## config.mk

```make
export PLATFORM = sky130hd
export DESIGN_NAME = locker_keypad_frontend
export DESIGN_NICKNAME = d
export VERILOG_FILES = /design/src/rtl/locker_keypad_frontend.sv
export SDC_FILE = /design/constraint.sdc
export NUM_CORES = 1
export LEC_CHECK = 0
export ABC_AREA = 1
export BUFFER_PORTS_ARGS = -buffer_cell sky130_fd_sc_hd__buf_2
export CAP_MARGIN = 20
export CORE_ASPECT_RATIO = 0.9
export CORE_MARGIN = 4
export CORE_UTILIZATION = 50
export CTS_CLUSTER_SIZE = 10
export DETAILED_ROUTE_END_ITERATION = 8
export PLACE_DENSITY = 0.78
export SLEW_MARGIN = 20
export SYNTH_ARGS = -nofsm -noshare
export SYNTH_HDL_FRONTEND = slang
export SYNTH_SLANG_ARGS = --single-unit
```

## constraint.sdc

```tcl
create_clock -name clk -period 1.8 [get_ports clk]
set_clock_uncertainty 0.1 [all_clocks]
set_input_delay 0.18 -clock clk [delete_from_list [all_inputs] [get_ports clk]]
set_output_delay 0.18 -clock clk [all_outputs]
set_load 0.01 [all_outputs]
```

## src/rtl/locker_keypad_frontend.sv

```systemverilog
// rtl/locker_keypad_frontend.sv - user-side command initiator for the takeaway locker controller
// Collects deposit/pickup, box and a serial 4-bit key, drives the locker request lines,
// decodes the locker status LEDs into a result code and acknowledges error states.
// Optional feature macro: KEYPAD_LOCKOUT_EN (lockout after MAX_RETRY consecutive key errors).
module locker_keypad_frontend #(
  parameter int ENTRY_TIMEOUT  = 200,
  parameter int RESP_TIMEOUT   = 16
`ifdef KEYPAD_LOCKOUT_EN
  ,
  parameter int MAX_RETRY      = 3,
  parameter int LOCKOUT_CYCLES = 1000
`endif
) (
  input  logic       clk,
  input  logic       reset,
  input  logic       cmd_push_i,
  input  logic       cmd_pop_i,
  input  logic       cmd_ok_i,
  input  logic       cmd_clear_i,
  input  logic [1:0] box_sel_i,
  input  logic       key_bit_i,
  input  logic       key_bit_vld_i,
  input  logic       waitled_i,
  input  logic       overloadled_i,
  input  logic       nofoodled_i,
  input  logic       keyerrorled_i,
  input  logic       pushled_i,
  input  logic       popled_i,
  output logic [1:0] func_o,
  output logic [1:0] whichbox_o,
  output logic [3:0] key_o,
  output logic       getinfo_o,
  output logic       busy_o,
  output logic       done_o,
  output logic [2:0] result_o
);

  localparam logic [2:0] RES_PUSH_OK  = 3'd1;
  localparam logic [2:0] RES_POP_OK   = 3'd2;
  localparam logic [2:0] RES_OVERLOAD = 3'd3;
  localparam logic [2:0] RES_NOFOOD   = 3'd4;
  localparam logic [2:0] RES_KEYERR   = 3'd5;
  localparam logic [2:0] RES_TIMEOUT  = 3'd6;

  // One shared timer serves entry idle, response and lockout timing.
  localparam int TMAX0 = (ENTRY_TIMEOUT > RESP_TIMEOUT) ? ENTRY_TIMEOUT : RESP_TIMEOUT;
`ifdef KEYPAD_LOCKOUT_EN
  localparam int TMAX  = (TMAX0 > LOCKOUT_CYCLES) ? TMAX0 : LOCKOUT_CYCLES;
  localparam int EW0   = $clog2(MAX_RETRY + 1);
  localparam int EW    = (EW0 < 2) ? 2 : EW0;
  localparam logic [2:0] RES_LOCKED = 3'd7;
`else
  localparam int TMAX  = TMAX0;
`endif
  localparam int TW    = $clog2(TMAX + 1);

  localparam logic [TW-1:0] ENTRY_LAST = TW'(ENTRY_TIMEOUT - 1);
  localparam logic [TW-1:0] RESP_LAST  = TW'(RESP_TIMEOUT - 1);
`ifdef KEYPAD_LOCKOUT_EN
  localparam logic [TW-1:0] LOCK_LAST  = TW'(LOCKOUT_CYCLES - 1);
`endif

  typedef enum logic [2:0] {
    S_IDLE,
    S_ENTRY,
    S_ISSUE,
    S_WAITRESP,
    S_RETURN
`ifdef KEYPAD_LOCKOUT_EN
    ,
    S_LOCKOUT
`endif
  } state_t;

  state_t         state_q;
  logic [1:0]     op_q;
  logic [1:0]     func_q;
  logic [1:0]     whichbox_q;
  logic [3:0]     key_q;
  logic [2:0]     bitcnt_q;
  logic [TW-1:0]  tmr_q;
  logic [2:0]     res_q;
  logic           getinfo_q;
  logic           busy_q;
  logic           done_q;
  logic [2:0]     result_q;
`ifdef KEYPAD_LOCKOUT_EN
  logic [EW-1:0]  errcnt_q;
`endif
  logic [2:0]     resp_code;

  // Prioritised decode of the locker status LEDs; zero means nothing recognised yet.
  always_comb begin
    resp_code = 3'd0;
    if (overloadled_i)                 resp_code = RES_OVERLOAD;
    else if (nofoodled_i)              resp_code = RES_NOFOOD;
    else if (popled_i && keyerrorled_i) resp_code = RES_KEYERR;
    else if (pushled_i)                resp_code = RES_PUSH_OK;
    else if (popled_i)                 resp_code = RES_POP_OK;
  end

  // Command sequencing FSM with registered outputs; done/getinfo default low each cycle.
  always_ff @(posedge clk or posedge reset) begin
    if (reset) begin
      state_q    <= S_IDLE;
      op_q       <= 2'b00;
      func_q     <= 2'b00;
      whichbox_q <= 2'b00;
      key_q      <= 4'h0;
      bitcnt_q   <= 3'd0;
      tmr_q      <= '0;
      res_q      <= 3'd0;
      getinfo_q  <= 1'b0;
      busy_q     <= 1'b0;
      done_q     <= 1'b0;
      result_q   <= 3'd0;
`ifdef KEYPAD_LOCKOUT_EN
      errcnt_q   <= '0;
`endif
    end else begin
      done_q    <= 1'b0;
      getinfo_q <= 1'b0;
      case (state_q)
        S_IDLE: begin
          if (cmd_push_i || cmd_pop_i) begin
            op_q       <= cmd_push_i ? 2'b01 : 2'b10;
            whichbox_q <= box_sel_i;
            key_q      <= 4'h0;
            bitcnt_q   <= 3'd0;
            tmr_q      <= '0;
            busy_q     <= 1'b1;
            state_q    <= S_ENTRY;
          end
        end
        S_ENTRY: begin
          if (cmd_clear_i) begin
            key_q   <= 4'h0;
            busy_q  <= 1'b0;
            state_q <= S_IDLE;
          end else if (cmd_ok_i && (bitcnt_q == 3'd4)) begin
            func_q  <= op_q;
            tmr_q   <= '0;
            state_q <= S_ISSUE;
          end else if (key_bit_vld_i) begin
            if (bitcnt_q != 3'd4) begin
              key_q    <= {key_q[2:0], key_bit_i};
              bitcnt_q <= bitcnt_q + 3'd1;
            end
            tmr_q <= '0;
          end else if (tmr_q == ENTRY_LAST) begin
            key_q   <= 4'h0;
            busy_q  <= 1'b0;
            state_q <= S_IDLE;
          end else begin
            tmr_q <= tmr_q + 1'b1;
          end
        end
        S_ISSUE: begin
          if (!waitled_i) begin
            func_q  <= 2'b00;
            tmr_q   <= '0;
            state_q <= S_WAITRESP;
          end else if (tmr_q == RESP_LAST) begin
            done_q   <= 1'b1;
            result_q <= RES_TIMEOUT;
            func_q   <= 2'b00;
            key_q    <= 4'h0;
            busy_q   <= 1'b0;
            state_q  <= S_IDLE;
          end else begin
            tmr_q <= tmr_q + 1'b1;
          end
        end
        S_WAITRESP: begin
          if (resp_code != 3'd0) begin
            res_q     <= resp_code;
            getinfo_q <= (resp_code == RES_OVERLOAD) || (resp_code == RES_NOFOOD) ||
                         (resp_code == RES_KEYERR);
            tmr_q     <= '0;
            state_q   <= S_RETURN;
`ifdef KEYPAD_LOCKOUT_EN
            if ((resp_code == RES_KEYERR) && (errcnt_q != EW'(MAX_RETRY)))
              errcnt_q <= errcnt_q + 1'b1;
            else if (resp_code == RES_POP_OK)
              errcnt_q <= '0;
`endif
          end else if (tmr_q == RESP_LAST) begin
            done_q   <= 1'b1;
            result_q <= RES_TIMEOUT;
            key_q    <= 4'h0;
            busy_q   <= 1'b0;
            state_q  <= S_IDLE;
          end else begin
            tmr_q <= tmr_q + 1'b1;
          end
        end
        S_RETURN: begin
          if (waitled_i) begin
            done_q   <= 1'b1;
            result_q <= res_q;
            key_q    <= 4'h0;
            func_q   <= 2'b00;
            tmr_q    <= '0;
`ifdef KEYPAD_LOCKOUT_EN
            if (errcnt_q == EW'(MAX_RETRY)) begin
              state_q <= S_LOCKOUT;
            end else begin
              busy_q  <= 1'b0;
              state_q <= S_IDLE;
            end
`else
            busy_q  <= 1'b0;
            state_q <= S_IDLE;
`endif
          end else if (tmr_q == RESP_LAST) begin
            done_q   <= 1'b1;
            result_q <= RES_TIMEOUT;
            key_q    <= 4'h0;
            busy_q   <= 1'b0;
            state_q  <= S_IDLE;
          end else begin
            tmr_q <= tmr_q + 1'b1;
          end
        end
`ifdef KEYPAD_LOCKOUT_EN
        S_LOCKOUT: begin
          if (cmd_push_i || cmd_pop_i) begin
            done_q   <= 1'b1;
            result_q <= RES_LOCKED;
          end
          if (tmr_q == LOCK_LAST) begin
            errcnt_q <= '0;
            tmr_q    <= '0;
            busy_q   <= 1'b0;
            state_q  <= S_IDLE;
          end else begin
            tmr_q <= tmr_q + 1'b1;
          end
        end
`endif
        default: begin
          busy_q  <= 1'b0;
          state_q <= S_IDLE;
        end
      endcase
    end
  end

  assign func_o     = func_q;
  assign whichbox_o = whichbox_q;
  assign key_o      = key_q;
  assign getinfo_o  = getinfo_q;
  assign busy_o     = busy_q;
  assign done_o     = done_q;
  assign result_o   = result_q;

endmodule
```

Yosys cells after proc, flatten, opt, wreduce, memory -nomap -nowiden

Cells that the tools add are included.

Output and inout bits: 14
Word-level logic and storage cells: 134
Bits of input ports: 16
Flip-flop bits (word level): 33

$add $sub $neg: 2
Reductions and logical operators: 20
Equality and inequality tests: 29
Mux-type cells: 71

Operator list:

| operator              | number |
|---|---|
| $mux W8               | 9 |
| $mux W3               | 21 |
| $mux W4               | 10 |
| $pmux W8 S5           | 1 |
| $ne A4 B4 Y1 const B  | 5 |
| $pmux W4 S5           | 1 |
| $ne A2 B2 Y1 const B  | 9 |
| $mux W2               | 8 |
| $mux W1               | 15 |
| $ne A3 B3 Y1 const B  | 5 |
| $pmux W3 S5           | 1 |
| $eq A3 B3 Y1 const B  | 4 |
| $reduce_and A6 Y1     | 2 |
| $eq A3 B2 Y1 const B  | 3 |
| $pmux W3 S3           | 1 |
| $reduce_bool A3 Y1    | 3 |
| $add A8 B1 Y8 const B | 1 |
| $eq A8 B4 Y1 const B  | 1 |
| $eq A8 B8 Y1 const B  | 1 |
| $reduce_and A7 Y1     | 1 |
| $pmux W2 S3           | 1 |
| $pmux W3 S2           | 1 |
| $reduce_and A3 Y1     | 2 |
| $pmux W1 S5           | 1 |
| 11 further kinds      | 15 |

Depth between registers and ports, before layout

Depth after elaboration: 10
Gate-level depth with buffers: 12
Gate-level depth less buffers: 12

Worst setup path after synthesis

Ideal clock, no wire load.

Path kind: register to register
Start point: register tmr_q[0]
End point: register key_q[1] (netlist: key_o[1])
Buffers on the path: 0
Library setup time: 0.117 ns
Arrival: 1.371 ns
Stages on the path, launching flop included: 13
Setup slack: 0.212 ns
Data required time: 1.583 ns
Clock period less this slack: 1.588 ns
Cell sequence: dfrtp_1 > ha_1 > nand2_1 > inv_1 > nand2_1 > nor2_1 > inv_1 > nand3_1 > nand2_1 > nor2_2 > nand2_2 > nand2_1 > nand2_1

Word-level cells in the longest chain between the ends: 4
Elaborated cells on any way between the ends: 9
Classes of those cells: eq/ne: 3; mux: 5; reduce/logical: 1

RTL lines:

| what                              | line          | source |
|---|---|---|
| start: declaration                | 81            | `logic [TW-1:0] tmr_q;` |
| start signal: assignment          | 155           | `tmr_q <= tmr_q + 1'b1;` |
| start signal: assignment          | 171           | `tmr_q <= tmr_q + 1'b1;` |
| start signal: assignment          | 194           | `tmr_q <= tmr_q + 1'b1;` |
| $eq A8 B4 Y1                      | 163, 187, 215 |  |
| $mux W4                           | n/a           |  |
| $mux W4, on equally long branches | n/a           |  |
| $pmux W4 S5                       | n/a           |  |
| end signal: assignment            | 146           | `key_q <= {key_q[2:0], key_bit_i};` |
| end: declaration                  | 79            | `logic [3:0] key_q;` |

Parallel ways exist; a longest one is shown, timed or not. The select of a mux whose other input is x is not followed.
A chain may end at the register's enable or synchronous reset.

Worst setup path in the final report

Ends and elaborated chain as after synthesis.

==> load_flow_metrics.sql <==
INSERT INTO impl_metrics (metric_group, metric, value, unit) VALUES
('status', 'status', 'finished, final reports clean', ''),
('synth', 'yosys_register_bits', '33', ''),
('critical_path', 'crit_path_start_kind', 'flop', ''),
('synth', 'register_area_share_after_synthesis', '42.55', '%'),
('final_layout', 'final_core_occ', '63.65', '%'),
('die', 'fp.dieH', '67.10', 'microns'),
('critical_path', 'worstReg2RegEnd', 'key_o[1]', ''),
('place', 'globalplace.congestion', '0.9557', ''),
('critical_path', 'register_to_register_setup_slack', '80', 'ps'),
('final_layout', 'share_of_final_layout_standard_cells_stronger_than_drive_strength_1', '25.86', '%'),
('critical_path', 'timing.critical_path.to_type', 'flop', ''),
('critical_path', 'crit_arrival', '1800', 'ps'),
('clock_network', 'cts.htree.levels', '2', ''),
('critical_path', 'worst-endpoint-required', '1870', 'ps'),
('power', 'powerDensity', '1123', 'nW/um^2'),
('global_route', 'global_route_wire_length_before_repair', '7155', 'microns'),
('global_route', 'grt_overflow_total', '0', ''),
('route', 'route.antenna.remaining_nets', '0', ''),
('global_route', 'first_global_vias', '1642', ''),
('route', 'dr.pass1.iters', '4', ''),
('route', 'avgViaCountPerCell', '5.027', ''),
('global_route', 'antenna_found_initial', '0', ''),
('die', 'num_rows', '21', ''),
('min_path', 'hold-path-endpoint', 'res_q[0]', ''),
('synth', 'postSynthNetCount', '292', ''),
('sta', 'post_route_minimum_period', '1724', 'ps'),
('die', 'dieWidth', '73.67', 'microns'),
('sta', 'fmax', '580.2', 'MHz'),
('synth', 'post_synth_instance_area', '1941', 'sq um'),
('synth', 'ys_top_cells_by_area', 'sky130_fd_sc_hd__dfrtp_1 43%, sky130_fd_sc_hd__nand2_1 15%, sky130_fd_sc_hd__inv_1 7.5%', ''),
('min_path', 'timing.hold.worst_path_depth', '3', ''),
('synth', 'number_of_distinct_library_cells_after_synthesis', '24', ''),
('die', 'ios', '30', ''),
('place', 'post-dp-hpwl', '3250', 'microns'),
('synth', 'yosys.area.top_type', 'sky130_fd_sc_hd__dfrtp_1', ''),
('power', 'peakVddDrop', '0.6975', 'mV'),
('die', 'die_area', '4943', 'sq um'),
('global_route', 'global_route.usage.total', '18.73', '%'),
('sta', 'worst_margin_pin_slew', '421.9', 'ps'),
('clock_network', 'clock_tree.buffer_depth', '2', ''),
('synth', 'portion_of_synthesized_cell_area_occupied_by_the_leading_cell_type', '42.55', '%'),
('final_layout', 'num_antenna_cells', '0', ''),
('global_route', 'pin_count_of_the_biggest_net_entering_global_routing', '34', ''),
('synth', 'avgSynthCellArea', '7.108', 'sq um'),
('power', 'leakage', '1.267', 'nW'),
('critical_path', 'worst_r2r_path_cells', '12', ''),
('clock_network', 'numCtsBuffers', '5', ''),
('route', 'detail_route.wirelength', '4432', 'microns'),
('die', 'core', '3731', 'sq um'),
('sta', 'layout_worst_path_cycle_share', '95.75', '%'),
('final_layout', 'layout.cell_area.non_filler', '2375', 'sq um'),
('sta', 'setup_tns', '0', 'ps'),
('critical_path', 'cp_max_fo', '5', ''),
('sta', 'timing.final.max_slew_violations', '0', ''),
('clock_network', 'cts_sinks', '33', ''),
('sta', 'setup_viol_count_final', '0', ''),
('final_layout', 'syn_to_final_growth', '22.37', '%'),
('die', 'initial_core_util', '52.01', '%'),
('synth', 'syn_inst', '273', ''),
('route', 'detail_route.drc_violations', '0', ''),
('sta', 'slew_headroom', '71.87', '%'),
('synth', 'ys_warn_count', '0', ''),
('flow_run', 'max-cap-violations', '0', ''),
('route', 'routed-via-count', '1845', ''),
('clock_network', 'clock_insertion_delay_worst_skew', '290', 'ps'),
('sta', 'rsz_0062_raised_after_global_routing', 'true', ''),
('clock_network', 'clkSlewWorstSetupHoldPaths', '70', 'ps'),
('place', 'detailed_place.area', '2158', 'sq um'),
('critical_path', 'r2r_start', 'tmr_q[0]', ''),
('clock_network', 'cts_root_buf', 'sky130_fd_sc_hd__clkbuf_8', ''),
('sta', 'timing_hold_violations_final', '0', ''),
('final_layout', 'finalNetCount', '339', ''),
('route', 'wire_per_inst', '12.08', 'microns'),
('critical_path', 'criticalPathCategory', 'reg2reg', ''),
('route', 'first_iter_violations', '107', ''),
('place', 'buffer_ports.inserted', '29', ''),
('power', 'design_power_total', '0.002667', 'W'),
('min_path', 'timing.hold.worst.class', 'in2reg', ''),
('clock_network', 'cts_tree', 'done', ''),
('min_path', 'worstHoldStart', 'overloadled_i', '');
## timing repair
item	4_1_cts	5_1_grt
resized for setup	0	21
hold buffers	3	0
hold endpoints to repair	35	0
buffers inserted	0	6
setup endpoints to repair	0	20
## layout make-up
cell class                      count  area, sq um
Fill cell                         344         1356
Tap cell                           46        57.56
Clock buffer                        6        72.57
Inverter                           43        161.4
Clock inverter                      2        10.01
Multi-Input combinational cell    197         1008
Timing Repair Buffer               40        235.2
Sequential cell                    33        829.5
## worst max-delay path, cell delays in order (launching register included)
cell and delay [ps]:
sky130_fd_sc_hd__dfrtp_1 410, sky130_fd_sc_hd__ha_2 210, sky130_fd_sc_hd__nand2_2 70, sky130_fd_sc_hd__inv_2 100, sky130_fd_sc_hd__nand2_2 70, sky130_fd_sc_hd__nor2_4 130, sky130_fd_sc_hd__inv_2 50, sky130_fd_sc_hd__nand3_2 50
sky130_fd_sc_hd__nand2_2 60, sky130_fd_sc_hd__nor2_4 150, sky130_fd_sc_hd__nand2_2 90, sky130_fd_sc_hd__nand2_1 70, sky130_fd_sc_hd__nand2_1 50
## power by group
part / switching [W] / internal [W]
registers: 0.000135 / 0.000943
clock network: 0.000263 / 0.000267
logic: 0.000646 / 0.000411
## per-stage QoR
stage	std cells	setup WS (ps)	hold slack, ps
global route	367	-67.88	91.26
CTS	361	18.15	60.61
global placement	350	90.70	186.5
detailed placement	350	43.68	194.1
finish	367	76.43	71.31
floorplan	273	212.0	196.7
## cells in the mapped netlist, drive strengths merged
| master | number |
|---|---|
| nand4 | 3 |
| nand3 | 21 |
| nor2 | 45 |
| nand3b | 1 |
| or2 | 1 |
| ha | 3 |
| xor2 | 2 |
| a21oi | 7 |
| a32o | 1 |
| inv | 43 |
| o21ai | 23 |
| o21a | 1 |
| dfrtp | 33 |
| o31ai | 1 |
| o22ai | 2 |
| nand2 | 84 |
| o21bai | 2 |
## cell families (layout without fill, tap and decap cells)
logic type                 Yosys count  count (layout)  share of synthesized area (%)
AOI/OAI and AO/OA                   37              37                          10.83
xor gates and xnor gates             2               2                         0.9028
adders and majority gates            3               3                          1.934
buffers and inverters               43              91                          8.317
DFF                                 33              33                          42.55
and+or+nand+nor                    155             155                          35.46
## per-layer routing
metal / global-route usage [%] / vias to the layer above / routed length, microns
li1: - / 950 / -
met5: 0 / - / 0
met3: 5.430 / 5 / 215
met2: 29.09 / 47 / 2012
met4: 4.751 / 0 / 32
met1: 25.59 / 843 / 2171
## worst max path at each step
stage	startpoint	to	slack (ps)	cells after the start
final	tmr_q[0]	key_o[1]	80	12
after global routing	tmr_q[0]	result_o[2]	-70	9
after CTS	tmr_q[0]	key_o[2]	20	12
after detailed placement	bitcnt_q[0]	tmr_q[6]	40	11
after global placement	bitcnt_q[0]	tmr_q[3]	90	10
after floorplan	tmr_q[0]	key_o[1]	210	12
## sequential cells by signal (all words and copies together) (netlist names)
| register | flops |
|---|---|
| bitcnt_q | 3 |
| busy_o | 1 |
| done_o | 1 |
| func_o | 2 |
| getinfo_o | 1 |
| key_o | 4 |
| op_q | 2 |
| res_q | 3 |
| result_o | 3 |
| state_q | 3 |
| tmr_q | 8 |
| whichbox_o | 2 |
## placed cells by master (no fill, tap or decap), types with 2 or more instances in the layout
master / count
sky130_fd_sc_hd__nor2_1: 32
sky130_fd_sc_hd__inv_1: 37
sky130_fd_sc_hd__nand2_2: 9
sky130_fd_sc_hd__dfrtp_2: 3
sky130_fd_sc_hd__nand2_1: 74
sky130_fd_sc_hd__buf_4: 8
sky130_fd_sc_hd__xor2_1: 2
sky130_fd_sc_hd__clkbuf_8: 5
sky130_fd_sc_hd__o21ai_0: 20
sky130_fd_sc_hd__dlygate4sd3_1: 3
sky130_fd_sc_hd__clkinv_2: 2
sky130_fd_sc_hd__nand3_1: 18
sky130_fd_sc_hd__a21oi_1: 7
sky130_fd_sc_hd__nor2_4: 7
sky130_fd_sc_hd__inv_2: 6
sky130_fd_sc_hd__nand3_2: 3
sky130_fd_sc_hd__o22ai_1: 2
sky130_fd_sc_hd__ha_1: 2
sky130_fd_sc_hd__nor2_2: 6
sky130_fd_sc_hd__o21bai_1: 2
sky130_fd_sc_hd__dfrtp_1: 30
sky130_fd_sc_hd__buf_2: 29
sky130_fd_sc_hd__nand4_1: 2
sky130_fd_sc_hd__o21ai_2: 2
No activity file was read; power rests on OpenSTA's default activity.
